==> src/rtl/smvm_pkg.sv <==
// smvm_pkg: shared types and sizing for the SpMV issue controller.
//   state_t       - top-level sequencer states
//   K             - multiplier lanes per issue group
//   VEC_DEPTH, AW - vector buffer depth and address width
//   VAL_W, COL_W  - lane value / column field widths
//   hdr_in_range  - header field legality (1..VEC_DEPTH)
package smvm_pkg;
  localparam int K         = 4;
  localparam int VEC_DEPTH = 128;
  localparam int AW        = 7;
  localparam int VAL_W     = 8;
  localparam int COL_W     = 8;
  localparam int LIDX_W    = $clog2(K);

  typedef enum logic [2:0] {
    IDLE   = 3'd0,
    VEC_IN = 3'd1,
    MAT_IN = 3'd2,
    DRAIN  = 3'd3,
    DONE   = 3'd4
  } state_t;

  function automatic logic hdr_in_range(input logic [7:0] v);
    return (v != 8'd0) && (v <= 8'(VEC_DEPTH));
  endfunction
endpackage

==> src/rtl/smvm_lane_pack.sv <==
// smvm_lane_pack: gathers matrix nonzeros into K-lane issue groups.
//   push/val/col/ipv : one accepted nonzero for the next free lane
//   force_flush      : this beat closes the final row; issue a partial group
//   clear            : synchronous flush of partially filled lanes (new job)
//   issue_*          : registered issue bus, issue_valid is a one-cycle pulse
module smvm_lane_pack
  import smvm_pkg::*;
(
  input  logic               clk,
  input  logic               rst_n,
  input  logic               push,
  input  logic [VAL_W-1:0]   val,
  input  logic [COL_W-1:0]   col,
  input  logic               ipv,
  input  logic               force_flush,
  input  logic               clear,
  output logic               issue_valid,
  output logic [VAL_W*K-1:0] issue_val,
  output logic [COL_W*K-1:0] issue_col,
  output logic [K-1:0]       issue_mask,
  output logic [K-1:0]       issue_ipv
);
  localparam logic [LIDX_W-1:0] LAST_LANE = LIDX_W'(K - 1);

  logic [VAL_W*K-1:0] lane_val_r, merged_val_s, issue_val_r;
  logic [COL_W*K-1:0] lane_col_r, merged_col_s, issue_col_r;
  logic [K-1:0]       lane_mask_r, merged_mask_s, issue_mask_r;
  logic [K-1:0]       lane_ipv_r, merged_ipv_s, issue_ipv_r;
  logic [LIDX_W-1:0]  lane_cnt_r;
  logic               issue_valid_r;
  logic               flush_s;

  // Lane contents as they would look with the incoming beat written in
  always_comb begin
    merged_val_s  = lane_val_r;
    merged_col_s  = lane_col_r;
    merged_mask_s = lane_mask_r;
    merged_ipv_s  = lane_ipv_r;
    for (int i = 0; i < K; i++) begin
      merged_val_s[i*VAL_W +: VAL_W] = (push && (lane_cnt_r == LIDX_W'(i))) ? val : lane_val_r[i*VAL_W +: VAL_W];
      merged_col_s[i*COL_W +: COL_W] = (push && (lane_cnt_r == LIDX_W'(i))) ? col : lane_col_r[i*COL_W +: COL_W];
      merged_mask_s[i] = (push && (lane_cnt_r == LIDX_W'(i))) ? 1'b1 : lane_mask_r[i];
      merged_ipv_s[i]  = (push && (lane_cnt_r == LIDX_W'(i))) ? ipv  : lane_ipv_r[i];
    end
    flush_s = push && ((lane_cnt_r == LAST_LANE) || force_flush);
  end

  // Lane fill and issue; lanes empty on the issuing edge so the next beat starts a fresh group
  always_ff @(posedge clk or negedge rst_n) begin
    if (!rst_n) begin
      lane_val_r    <= '0;
      lane_col_r    <= '0;
      lane_mask_r   <= '0;
      lane_ipv_r    <= '0;
      lane_cnt_r    <= '0;
      issue_valid_r <= 1'b0;
      issue_val_r   <= '0;
      issue_col_r   <= '0;
      issue_mask_r  <= '0;
      issue_ipv_r   <= '0;
    end else begin
      issue_valid_r <= 1'b0;
      if (clear) begin
        lane_val_r  <= '0;
        lane_col_r  <= '0;
        lane_mask_r <= '0;
        lane_ipv_r  <= '0;
        lane_cnt_r  <= '0;
      end else if (flush_s) begin
        issue_valid_r <= 1'b1;
        issue_val_r   <= merged_val_s;
        issue_col_r   <= merged_col_s;
        issue_mask_r  <= merged_mask_s;
        issue_ipv_r   <= merged_ipv_s;
        lane_val_r    <= '0;
        lane_col_r    <= '0;
        lane_mask_r   <= '0;
        lane_ipv_r    <= '0;
        lane_cnt_r    <= '0;
      end else if (push) begin
        lane_val_r  <= merged_val_s;
        lane_col_r  <= merged_col_s;
        lane_mask_r <= merged_mask_s;
        lane_ipv_r  <= merged_ipv_s;
        lane_cnt_r  <= lane_cnt_r + LIDX_W'(1);
      end
    end
  end

  assign issue_valid = issue_valid_r;
  assign issue_val   = issue_val_r;
  assign issue_col   = issue_col_r;
  assign issue_mask  = issue_mask_r;
  assign issue_ipv   = issue_ipv_r;
endmodule

==> src/rtl/smvm_issue_ctrl.sv <==
// smvm_issue_ctrl: front-end sequencer of the SpMV engine.
//   in_valid/in_ready/in_val/in_col/in_ipv : serial stream (header, vector, nonzeros)
//   vec_we/vec_waddr/vec_wdata             : registered vector buffer writes
//   issue_*                                : K-lane issue groups (from smvm_lane_pack)
//   row_done                               : accumulator row-completion pulses
//   rows_cfg/cols_cfg/col_err              : latched job configuration and column error
//   busy/done                              : job activity and one-cycle completion pulse
module smvm_issue_ctrl
  import smvm_pkg::*;
(
  input  logic               clk,
  input  logic               rst_n,
  input  logic               in_valid,
  output logic               in_ready,
  input  logic [7:0]         in_val,
  input  logic [7:0]         in_col,
  input  logic               in_ipv,
  output logic               vec_we,
  output logic [AW-1:0]      vec_waddr,
  output logic [7:0]         vec_wdata,
  output logic               issue_valid,
  output logic [VAL_W*K-1:0] issue_val,
  output logic [COL_W*K-1:0] issue_col,
  output logic [K-1:0]       issue_mask,
  output logic [K-1:0]       issue_ipv,
  input  logic               row_done,
  output logic [7:0]         rows_cfg,
  output logic [7:0]         cols_cfg,
  output logic               busy,
  output logic               done,
  output logic               col_err
);
  state_t          state_r;
  logic            in_ready_r, busy_r, done_r, col_err_r;
  logic [7:0]      rows_cfg_r, cols_cfg_r;
  logic [7:0]      vec_cnt_r, ipv_cnt_r, done_cnt_r;
  logic            vec_we_r;
  logic [AW-1:0]   vec_waddr_r;
  logic [7:0]      vec_wdata_r;

  logic            xfer_s, hdr_ok_s, col_bad_s, final_ipv_s, push_s, clear_s, count_s;
  logic [COL_W-1:0] lane_col_s;

  assign xfer_s      = in_valid & in_ready_r;
  assign hdr_ok_s    = hdr_in_range(in_val) & hdr_in_range(in_col);
  assign col_bad_s   = (in_col >= cols_cfg_r);
  assign final_ipv_s = in_ipv & (ipv_cnt_r == (rows_cfg_r - 8'd1));
  assign push_s      = xfer_s & (state_r == MAT_IN);
  assign clear_s     = xfer_s & (state_r == IDLE) & hdr_ok_s;
  // Out-of-range columns still occupy a lane but must not address past the vector
  assign lane_col_s  = col_bad_s ? 8'd0 : in_col;
  // Completions count from matrix entry onward so early accumulator results are not lost
  assign count_s     = row_done & ((state_r == MAT_IN) | (state_r == DRAIN)) & (done_cnt_r != rows_cfg_r);

  // Top-level sequencer with its registered handshake, config and vector-write outputs
  always_ff @(posedge clk or negedge rst_n) begin
    if (!rst_n) begin
      state_r     <= IDLE;
      in_ready_r  <= 1'b0;
      busy_r      <= 1'b0;
      done_r      <= 1'b0;
      col_err_r   <= 1'b0;
      rows_cfg_r  <= 8'd0;
      cols_cfg_r  <= 8'd0;
      vec_cnt_r   <= 8'd0;
      ipv_cnt_r   <= 8'd0;
      vec_we_r    <= 1'b0;
      vec_waddr_r <= '0;
      vec_wdata_r <= 8'd0;
    end else begin
      vec_we_r <= 1'b0;
      done_r   <= 1'b0;
      case (state_r)
        IDLE: begin
          in_ready_r <= 1'b1;
          busy_r     <= 1'b0;
          if (xfer_s && hdr_ok_s) begin
            rows_cfg_r <= in_val;
            cols_cfg_r <= in_col;
            col_err_r  <= 1'b0;
            vec_cnt_r  <= 8'd0;
            ipv_cnt_r  <= 8'd0;
            busy_r     <= 1'b1;
            state_r    <= VEC_IN;
          end
        end
        VEC_IN: begin
          if (xfer_s) begin
            vec_we_r    <= 1'b1;
            vec_waddr_r <= vec_cnt_r[AW-1:0];
            vec_wdata_r <= in_val;
            if (vec_cnt_r == (cols_cfg_r - 8'd1)) begin
              vec_cnt_r <= 8'd0;
              state_r   <= MAT_IN;
            end else begin
              vec_cnt_r <= vec_cnt_r + 8'd1;
            end
          end
        end
        MAT_IN: begin
          if (xfer_s) begin
            if (col_bad_s) begin
              col_err_r <= 1'b1;
            end
            if (in_ipv) begin
              ipv_cnt_r <= ipv_cnt_r + 8'd1;
            end
            if (final_ipv_s) begin
              in_ready_r <= 1'b0;
              state_r    <= DRAIN;
            end
          end
        end
        DRAIN: begin
          if (done_cnt_r == rows_cfg_r) begin
            done_r  <= 1'b1;
            state_r <= DONE;
          end
        end
        DONE: begin
          in_ready_r <= 1'b1;
          busy_r     <= 1'b0;
          state_r    <= IDLE;
        end
        default: begin
          in_ready_r <= 1'b1;
          busy_r     <= 1'b0;
          state_r    <= IDLE;
        end
      endcase
    end
  end

  // Accumulator row completions, saturating at the job's row count
  always_ff @(posedge clk or negedge rst_n) begin
    if (!rst_n) begin
      done_cnt_r <= 8'd0;
    end else if (clear_s) begin
      done_cnt_r <= 8'd0;
    end else if (count_s) begin
      done_cnt_r <= done_cnt_r + 8'd1;
    end
  end

  smvm_lane_pack u_lane_pack (
    .clk         (clk),
    .rst_n       (rst_n),
    .push        (push_s),
    .val         (in_val),
    .col         (lane_col_s),
    .ipv         (in_ipv),
    .force_flush (final_ipv_s),
    .clear       (clear_s),
    .issue_valid (issue_valid),
    .issue_val   (issue_val),
    .issue_col   (issue_col),
    .issue_mask  (issue_mask),
    .issue_ipv   (issue_ipv)
  );

  assign in_ready  = in_ready_r;
  assign busy      = busy_r;
  assign done      = done_r;
  assign col_err   = col_err_r;
  assign rows_cfg  = rows_cfg_r;
  assign cols_cfg  = cols_cfg_r;
  assign vec_we    = vec_we_r;
  assign vec_waddr = vec_waddr_r;
  assign vec_wdata = vec_wdata_r;
endmodule

==> config.mk <==
export PLATFORM = sky130hd
export DESIGN_NAME = smvm_issue_ctrl
export DESIGN_NICKNAME = d
export VERILOG_FILES = /design/src/rtl/smvm_pkg.sv /design/src/rtl/smvm_lane_pack.sv /design/src/rtl/smvm_issue_ctrl.sv
export SDC_FILE = /design/constraint.sdc
export NUM_CORES = 1
export LEC_CHECK = 0
export ABC_AREA = 1
export CAP_MARGIN = 5
export CORE_MARGIN = 2
export CORE_UTILIZATION = 40
export DETAILED_ROUTE_END_ITERATION = 8
export DONT_BUFFER_PORTS = 1
export GPL_ROUTABILITY_DRIVEN = 0
export PLACE_DENSITY = 0.51
export SYNTH_ARGS = -nofsm -noshare
export SYNTH_HDL_FRONTEND = slang
export SYNTH_SLANG_ARGS = --single-unit
==> constraint.sdc <==
create_clock -name clk -period 3.05 [get_ports clk]
set_clock_uncertainty 0.1 [all_clocks]
set_input_delay 0.61 -clock clk [delete_from_list [all_inputs] [get_ports clk]]
set_output_delay 0.61 -clock clk [all_outputs]
set_load 0.1 [all_outputs]
* Word level (Yosys, flattened, before mapping)
Index checks and enable logic that the tools add are counted.
Storage, ports and cells: bits in registers 210, bits of input ports 21, output and inout bits 109, logic and storage cells 151
Cells by class: add/sub/neg operators 6, magnitude comparators 3, equality and inequality tests 18, muxes and demuxes 63, bitwise gates (word level) 11, reduce and logical (&&, ||, !) cells 27
Operators with widths (number):
- $mux W32 | 6
- $mux W8 | 16
- $pmux W8 S2 | 2
- $add A8 B1 Y8 const B | 3
- $eq A8 B8 Y1 | 3
- $mux W4 | 6
- $mux W1 | 20
- $mux W3 | 6
- $le A8 B8 Y1 const B | 2
- $reduce_bool A8 Y1 | 2
- $sub A8 B1 Y8 const B | 2
- $pmux W3 S4 | 1
- $ne A2 B2 Y1 const B | 5
- $and A1 B1 Y1 | 8
- $ge A8 B8 Y1 | 1
- $logic_and A1 B1 Y1 | 8
- $ne A8 B8 Y1 | 1
- $reduce_and A4 Y1 | 2
- $eq A3 B2 Y1 const B | 2
- $mux W2 | 3
- $ne A2 B1 Y1 const B | 3
- $pmux W1 S2 | 3
- $reduce_and A2 Y1 | 3
- $reduce_and A3 Y1 | 2
- other kinds (14) | 18

* Depth between registers and ports, before layout
Gate-level depths: netlist (run 1).
word-level depth 7, depth in mapped cells 16, depth with buffers taken out 14

* Cells and area by module
Synthesis (run 1) repeated with hierarchy kept, for this count alone.
Second synthesis, totals: cell total of the unflattened synthesis 1411, area, all modules 10543.9 µm²
By module, submodules not included:
- smvm_lane_pack | instances 1, cells each 865, area each 6577.6 µm², sequential area each 3678.5 µm²
- smvm_issue_ctrl | instances 1, cells each 546, area each 3966.3 µm², sequential area each 1576.5 µm²

* Least setup slack after synthesis (run 1)
Ideal clock, no wire load.
path type register to register, from register rows_cfg_r[0] (netlist: rows_cfg[0]), to register u_lane_pack.issue_col_r[10] (netlist: u_lane_pack.issue_col[10]), setup time 132 ps, arrival 2530 ps, data required time 2818 ps, setup slack 288 ps, cell stages (with the launch flop) 17, buffers on the path 2, clock period less this slack 2762 ps, cell sequence dfrtp_1 inv_2 ha_1 nand2_1 inv_1 nor2_1 nand3_1 nor2_1 nand3_1 nor2_1 nand2_1 nand2_2 nand2_4 buf_6 buf_6 nand2_1 o21ai_1
On the way: longest elaborated chain between the ends 6
RTL lines:
- start, declared | RTL line smvm_issue_ctrl.sv:35 | logic [7:0] rows_cfg_r, cols_cfg_r;
- start signal, assigned | RTL line smvm_issue_ctrl.sv:78 | rows_cfg_r <= in_val;
- $sub A8 B1 Y8 | RTL line smvm_issue_ctrl.sv:47 | assign final_ipv_s = in_ipv & (ipv_cnt_r == (rows_cfg_r - 8'd1));
- $eq A8 B8 Y1 | RTL line smvm_issue_ctrl.sv:47
- $and A1 B1 Y1 | RTL line smvm_issue_ctrl.sv:47
- $logic_or A1 B1 Y1 | RTL line smvm_lane_pack.sv:45 | flush_s = push && ((lane_cnt_r == LAST_LANE) || force_flush);
- $logic_and A1 B1 Y1 | RTL line smvm_lane_pack.sv:45
- $reduce_and A2 Y1 (no source line)
- end signal, assigned | RTL line smvm_lane_pack.sv:72 | issue_col_r <= merged_col_s;
- end, declared | RTL line smvm_lane_pack.sv:26 | logic [COL_W*K-1:0] lane_col_r, merged_col_s, issue_col_r;
No other way between the ends. A chain may end at the register's enable or synchronous reset.

* Worst setup path after layout (run 1)
from register rows_cfg_r[1] (netlist: rows_cfg[1]), to register u_lane_pack.issue_val_r[13] (netlist: u_lane_pack.issue_val[13])
On the way: longest elaborated chain between the ends 6
RTL lines:
- $sub A8 B1 Y8 | RTL line smvm_issue_ctrl.sv:47
- $eq A8 B8 Y1 | RTL line smvm_issue_ctrl.sv:47
- $and A1 B1 Y1 | RTL line smvm_issue_ctrl.sv:47
- $logic_or A1 B1 Y1 | RTL line smvm_lane_pack.sv:45
- $logic_and A1 B1 Y1 | RTL line smvm_lane_pack.sv:45
- $reduce_and A2 Y1 (no source line)
- end signal, assigned | RTL line smvm_lane_pack.sv:71 | issue_val_r <= merged_val_s;
- end, declared | RTL line smvm_lane_pack.sv:25 | logic [VAL_W*K-1:0] lane_val_r, merged_val_s, issue_val_r;
No other way between the ends.

==> out/metrics.csv, run 1 <==
stage;metric;value;unit
synthesis;synthArstFlopShare;1.00;
clock_network;post_cts_resized;0;
synthesis;yosysMostFrequentCell;nand2_1;
run_status;violations;hold timing;
critical_path;crit_path_end_kind;flop;
clock_network;postCtsSetupRepairBufs;0;
critical_path;crit_fanout;52;
finish;ff_latch_area;5260;um2
die;pin_count;130;
detailed_routing;route.detailed.drc;0;
die;initial_core_util;0.405;
clock_network;path_clk_slew;0.06;ns
synthesis;synthesis.instances;1080;
finish;diodes;0;
grt;grt_first_pass_wirelength;39700;um
critical_path;worstPathRequired;3.38;ns
grt;grt_max_degree;211;
synthesis;yosysSeqAreaShare;0.554;
timing;finalCritPeriodShare;0.795;
timing;rsz0062_at_grt;no;
timing;fmax;413;MHz
place;io_buffers;0;
detailed_routing;via_per_inst;5.10;
synthesis;yosysTopAreaCellShare;0.554;
synthesis;yosys_warnings;0;
finish;stdcell_area;10600;um2
flow_run;maxCapViolCount;0;
synthesis;syn_nets;1118;
detailed_routing;drt_iter0_markers;576;
die;rows;56;
timing;max_slew_margin;0.338;
synthesis;ys_types;34;
critical_path;crit_path_start_kind;flop;
timing;finalHoldViolCount;210;
synthesis;synth-main-ff-cell;dfrtp_1;
timing;holdWs;-0.307;ns
synthesis;synth_seq_cells;210;
finish;multi_input_area;3590;um2
clock_network;clock_path_buffers;3;
die;core-area;23400;um2
grt;grt_pass1_vias;6711;
place;placed_area;9900;um2
clock_network;cts_tree;done;
detailed_routing;final_antenna_net_count;0;
clock_network;h-tree-depth;1;
detailed_routing;via_count;7225;
place;dp_hpwl;16600;um
critical_path;crit_arrival;2.75;ns
grt;grt_util_all_layers;0.205;
synthesis;synth_area_per_cell;8.78;um2
run_status;status;finished, violations left;
die;die_w;158;um
timing;layout_min_cycle_time;2.42;ns
synthesis;synthTopCellsByArea;dfrtp_1 55%, nand2_1 9.5%, o21ai_0 7.8%, nor3_1 4.6%, o21ai_1 4.0%;
synthesis;synth_edf_count;0;
finish;fill_cells;2309;
grt;antenna_found_initial;0;
detailed_routing;totalWireLength;25300;um
critical_path;path_class;flop to flop;
finish;syn_to_final_growth;11.9;%
clock_network;insertion_delay;0.51;ns
grt;gr-total-overflow;0;
detailed_routing;drt_first_pass_iters;5;
die;die_area;24900;um2
timing;slew_viol_final;0;
detailed_routing;avgRoutedWirePerCell;17.9;um
finish;final_nets;1122;
die;die_h;158;um
clock_network;numCtsBuffers;23;
finish;final_util;0.453;
timing;tns;0;ns
synthesis;yosys.area.top_type;dfrtp_1;
timing;tightest_slew;0.994;ns
clock_network;clockRootBuffer;clkbuf_16;
timing;finalSetupViolCount;0;
synthesis;synth_area;9480;um2
clock_network;clkSinkCount;210;
synthesis;yosys-top-cells-count;239 x nand2_1, 210 x dfrtp_1, 147 x o21ai_0, 87 x nor3_1, 76 x o21ai_1;
hold_path;hp-class;primary input to asynchronous set/reset pin;
finish;drive_gt1_frac;0.0847;
[kinds of logic (layout without fill, tap and decap cells)]
group           Yosys count  in the layout  synth area share
fa+ha+maj                17             17            0.0224
compound gates          243            243             0.130
flops                   210            210             0.554
xor+xnor                 28             28            0.0288
simple gates            437            437             0.197
buf+inv                 145            163            0.0668
[path summary, 6_finish.rpt]
path | from | cells past startpoint | to | slack, ns
worst min-delay path | rst_n | 0 | done_cnt_r[2] | -0.31
min in group clk | in_val[4] | 2 | vec_wdata[4] | 0.23
worst max-delay path | rows_cfg[1] | 13 | u_lane_pack.issue_val[13] | 0.63
worst min register to register | state_r[0] | 2 | state_r[0] | 0.41
worst max register to register | rows_cfg[1] | 13 | u_lane_pack.issue_val[13] | 0.63
max in group asynchronous | rst_n | 0 | vec_cnt_r[5] | 2.61
[registers in the layout (all words and copies together) (netlist names), 2 cells and up]
signal	count
u_lane_pack.lane_ipv_r	4
state_r	3
u_lane_pack.issue_mask	4
u_lane_pack.lane_mask_r	4
u_lane_pack.lane_val_r	32
vec_cnt_r	8
vec_waddr	7
done_cnt_r	8
u_lane_pack.issue_val	32
cols_cfg	8
ipv_cnt_r	8
rows_cfg	8
u_lane_pack.lane_cnt_r	2
vec_wdata	8
u_lane_pack.issue_ipv	4
u_lane_pack.lane_col_r	32
u_lane_pack.issue_col	32
[worst max-delay path: stages (launching register included)]
cell	delay (ns)
dfrtp_1	0.39
buf_4	0.25
nor2_1	0.21
nand3_1	0.12
nand2_1	0.08
nand2_1	0.06
nand3_1	0.07
nor2_1	0.05
nand2_1	0.15
nand2_2	0.11
nand2_4	0.09
buf_4	0.43
nand2_1	0.11
o21ai_1	0.10
[cells in the final DEF (no fill, tap or decap), drive strengths merged]
| cell type | n |
|---|---|
| inv | 88 |
| dfrtp | 210 |
| a22oi | 1 |
| a211oi | 1 |
| xnor3 | 2 |
| clkinv | 6 |
| a21oi | 13 |
| ha | 17 |
| nor3 | 87 |
| o21ai | 223 |
| xor2 | 21 |
| nor2 | 66 |
| xnor2 | 5 |
| bufinv | 1 |
| clkbuf | 30 |
| nand3 | 25 |
| buf | 36 |
| or2 | 1 |
| nand2 | 241 |
| o31ai | 5 |
| nand4 | 11 |
| nor4 | 3 |
| clkinvlp | 2 |
| and3 | 2 |
| nand3b | 1 |
[routing by layer]
layer | GRT usage | routed length, um
met5 | 0 | 0
met4 | 0.0592 | 597
met3 | 0.0539 | 2070
met1 | 0.299 | 11700
met2 | 0.299 | 10900
[area by class of cell]
type	instances	share of cell area
clock inverters	9	0.00743
repair buffers	36	0.0302
clock buffers	30	0.0596
inverters	88	0.0311
flip-flops and latches	210	0.495
well taps	319	0.0376
multi-input cells	725	0.339
[metrics by stage]
step	hold WS, ns	std cells	setup slack (ns)
finish	-0.307	1417	0.626
global route	-0.327	1417	0.322
CTS	-0.320	1417	0.603
detailed placement	0.226	1378	0.557
global placement	0.222	1378	0.527
floorplan	0.214	1080	0.288
Power of run 1 is not shown: default switching activity piles up to over one toggle a cycle in this logic, so the estimate is an artifact.
==> run 2, diff against run 1 <==
clock period = 2.5 ns   (was 3.05 ns; I/O delays follow)
==> out/metrics.csv, run 2 (synthesis gave the netlist of run 1 again) <==
stage;metric;value;unit;change
grt;grt_pass1_vias;7331;;+9.2%
hold_path;hp-class;primary input to asynchronous set/reset pin;;
die;core-area;23400;um2;unchanged
critical_path;crit_start;rows_cfg[0];;
place;io_buffers;0;;unchanged
timing;finalCritPeriodShare;0.926;;+0.131
grt;grt_max_degree;211;;unchanged
critical_path;worstPathRequired;2.79;ns;-0.59 ns
timing;tns;0;ns;unchanged
critical_path;rr_worst_depth;15;;+2
timing;slew_viol_final;0;;unchanged
place;dp_hpwl;17000;um;+2.2%
critical_path;crit_fanout;72;;+38%
grt;use_met2;0.318;;+0.0186
die;die_h;158;um;unchanged
timing;tightest_slew;0.523;ns;-0.470 ns
clock_network;path_clk_slew;0.06;ns;about the same
die;pin_count;130;;unchanged
timing;max_slew_margin;0.651;;+0.314
place;pre_cts_slack;0.104;ns;-0.453 ns
timing;layout_min_cycle_time;2.31;ns;-0.109 ns
grt;grt_use_met3;0.0531;;-0.000821
run_status;status;finished, violations left;;
die;die_w;158;um;unchanged
critical_path;rrSetupSlack;0.19;ns;-0.44 ns
power_and_ir_drop;power.leakage;0.00554;uW;
critical_path;path_class;flop to flop;;
critical_path;cp-endpoint;u_lane_pack.issue_col[15];;
finish;fill_cells;2273;;-1.6%
finish;mostFrequentLayoutCell;nand2_1;;
finish;stdcell_area;11600;um2;+9.8%
power_and_ir_drop;power_density;1530;nW/um2;
place;placed_cells;1484;;+7.7%
clock_network;insertion_delay;0.52;ns;about the same
clock_network;clkSinkCount;210;;unchanged
critical_path;crit_arrival;2.60;ns;-0.15 ns
finish;syn_to_final_growth;22.9;%;
clock_network;cts_tree;done;;
place;placed_area;10800;um2;+8.8%
grt;grt_util_all_layers;0.208;;+0.00340
grt;gr-total-overflow;0;;unchanged
die;die_area;24900;um2;unchanged
clock_network;numCtsBuffers;24;;+4.3%
die;initial_core_util;0.405;;unchanged
finish;instances_no_fill;1531;;+8.0%
power_and_ir_drop;ir_drop;0.000706;V;
timing;finalSetupViolCount;0;;unchanged
detailed_routing;avgRoutedWirePerCell;16.8;um;-6.0%
critical_path;r2r-end;u_lane_pack.issue_col[15];;
die;rows;56;;unchanged
grt;grt_use_met1;0.299;;+0.000423
finish;mostFrequentLayoutCells;239 x nand2_1, 199 x dfrtp_1, 147 x o21ai_0;;
run_status;violations;hold timing;;
clock_network;h-tree-depth;1;;unchanged
detailed_routing;final_antenna_net_count;0;;unchanged
critical_path;r2r_start;rows_cfg[0];;
grt;busiest_layer;met2;;
timing;fmax;432;MHz;+4.7%
detailed_routing;drt_iter0_markers;475;;-18%
detailed_routing;route.detailed.drc;0;;unchanged
grt;grt_first_pass_wirelength;40700;um;+2.5%
clock_network;clockRootBuffer;clkbuf_16;;
timing;holdWs;-0.426;ns;-0.119 ns
detailed_routing;drt_first_pass_iters;5;;unchanged
detailed_routing;via_per_inst;5.01;;-1.8%
clock_network;clock_path_buffers;3;;unchanged
detailed_routing;via_count;7664;;+6.1%
timing;finalHoldViolCount;210;;unchanged
critical_path;crit_path_start_kind;flop;;
critical_path;crit_path_end_kind;flop;;
timing;setup_slack;0.185;ns;-0.441 ns
timing;rsz0062_at_grt;no;;
grt;antenna_found_initial;1;;+1
finish;diodes;0;;unchanged
finish;drive_gt1_frac;0.180;;+0.0952
finish;final_nets;1234;;+10%
flow_run;maxCapViolCount;0;;unchanged
detailed_routing;totalWireLength;25700;um;+1.6%
## run 2: repair_timing
item                                    in CTS  in global routing
setup buffers                                0                  4
endpoints found under the setup margin       0                 87
endpoints found under the hold margin      210                210
gates resized for setup                      0                  4
## run 2: worst min path at each step
stage | start | to | slack [ns]
2_1_floorplan | rst_n | busy | 0.10
3_3_place_gp | rst_n | done_cnt_r[0] | 0.11
6_report | rst_n | done_cnt_r[1] | -0.43
5_1_grt | rst_n | rows_cfg[5] | -0.45
4_1_cts | rst_n | rows_cfg[5] | -0.44
3_5_place_dp | rst_n | done_cnt_r[1] | 0.11
## run 2: stage by stage
stage / util / total power [uW]
global route: 0.498 / 18900
CTS: 0.495 / 17900
floorplan: - / 12200
global placement: 0.460 / 14200
finish: 0.498 / 17800
detailed placement: 0.460 / 14300
## run 2: final cells by class
class	instances	area, um2	area share
clock buffer	37	719	0.0618
timing repair buffer	147	1240	0.107
sequential	210	5270	0.452
multi-input combinational	725	3600	0.309
tap	319	399	0.0343
inverter	88	333	0.0286
clock inverter	5	86.3	0.00741
## run 2: power by group
| part | internal [uW] | switching (uW) | leakage [uW] | total [uW] |
|---|---|---|---|---|
| sequential | 4560 | 604 | 0.00280 | 5170 |
| clock | 2180 | 1410 | 0.000396 | 3580 |
| combinational | 2070 | 7020 | 0.00234 | 9090 |
| total | 8810 | 9030 | 0.00554 | 17800 |
## run 2: per-layer routing
metal / vias to the layer above / part of all wire
met5: - / 0
met4: 0 / 0.015
met3: 29 / 0.071
met2: 173 / 0.44
met1: 3663 / 0.47
li1: 3799 / -
## run 2: worst max-delay path, stage by stage (launching register included)
cell	delay [ns]
dfrtp_2	0.41
inv_2	0.09
ha_1	0.25
nand2_1	0.07
inv_1	0.04
nor2_1	0.08
nand3_1	0.07
nor2_1	0.10
nand3_1	0.09
nor2_1	0.09
nand2_1	0.13
nand2_2	0.11
nand2_4	0.10
clkbuf_16	0.28
nand2_1	0.09
o21ai_1	0.06
Note: power is estimated with default switching activity, not from simulation.
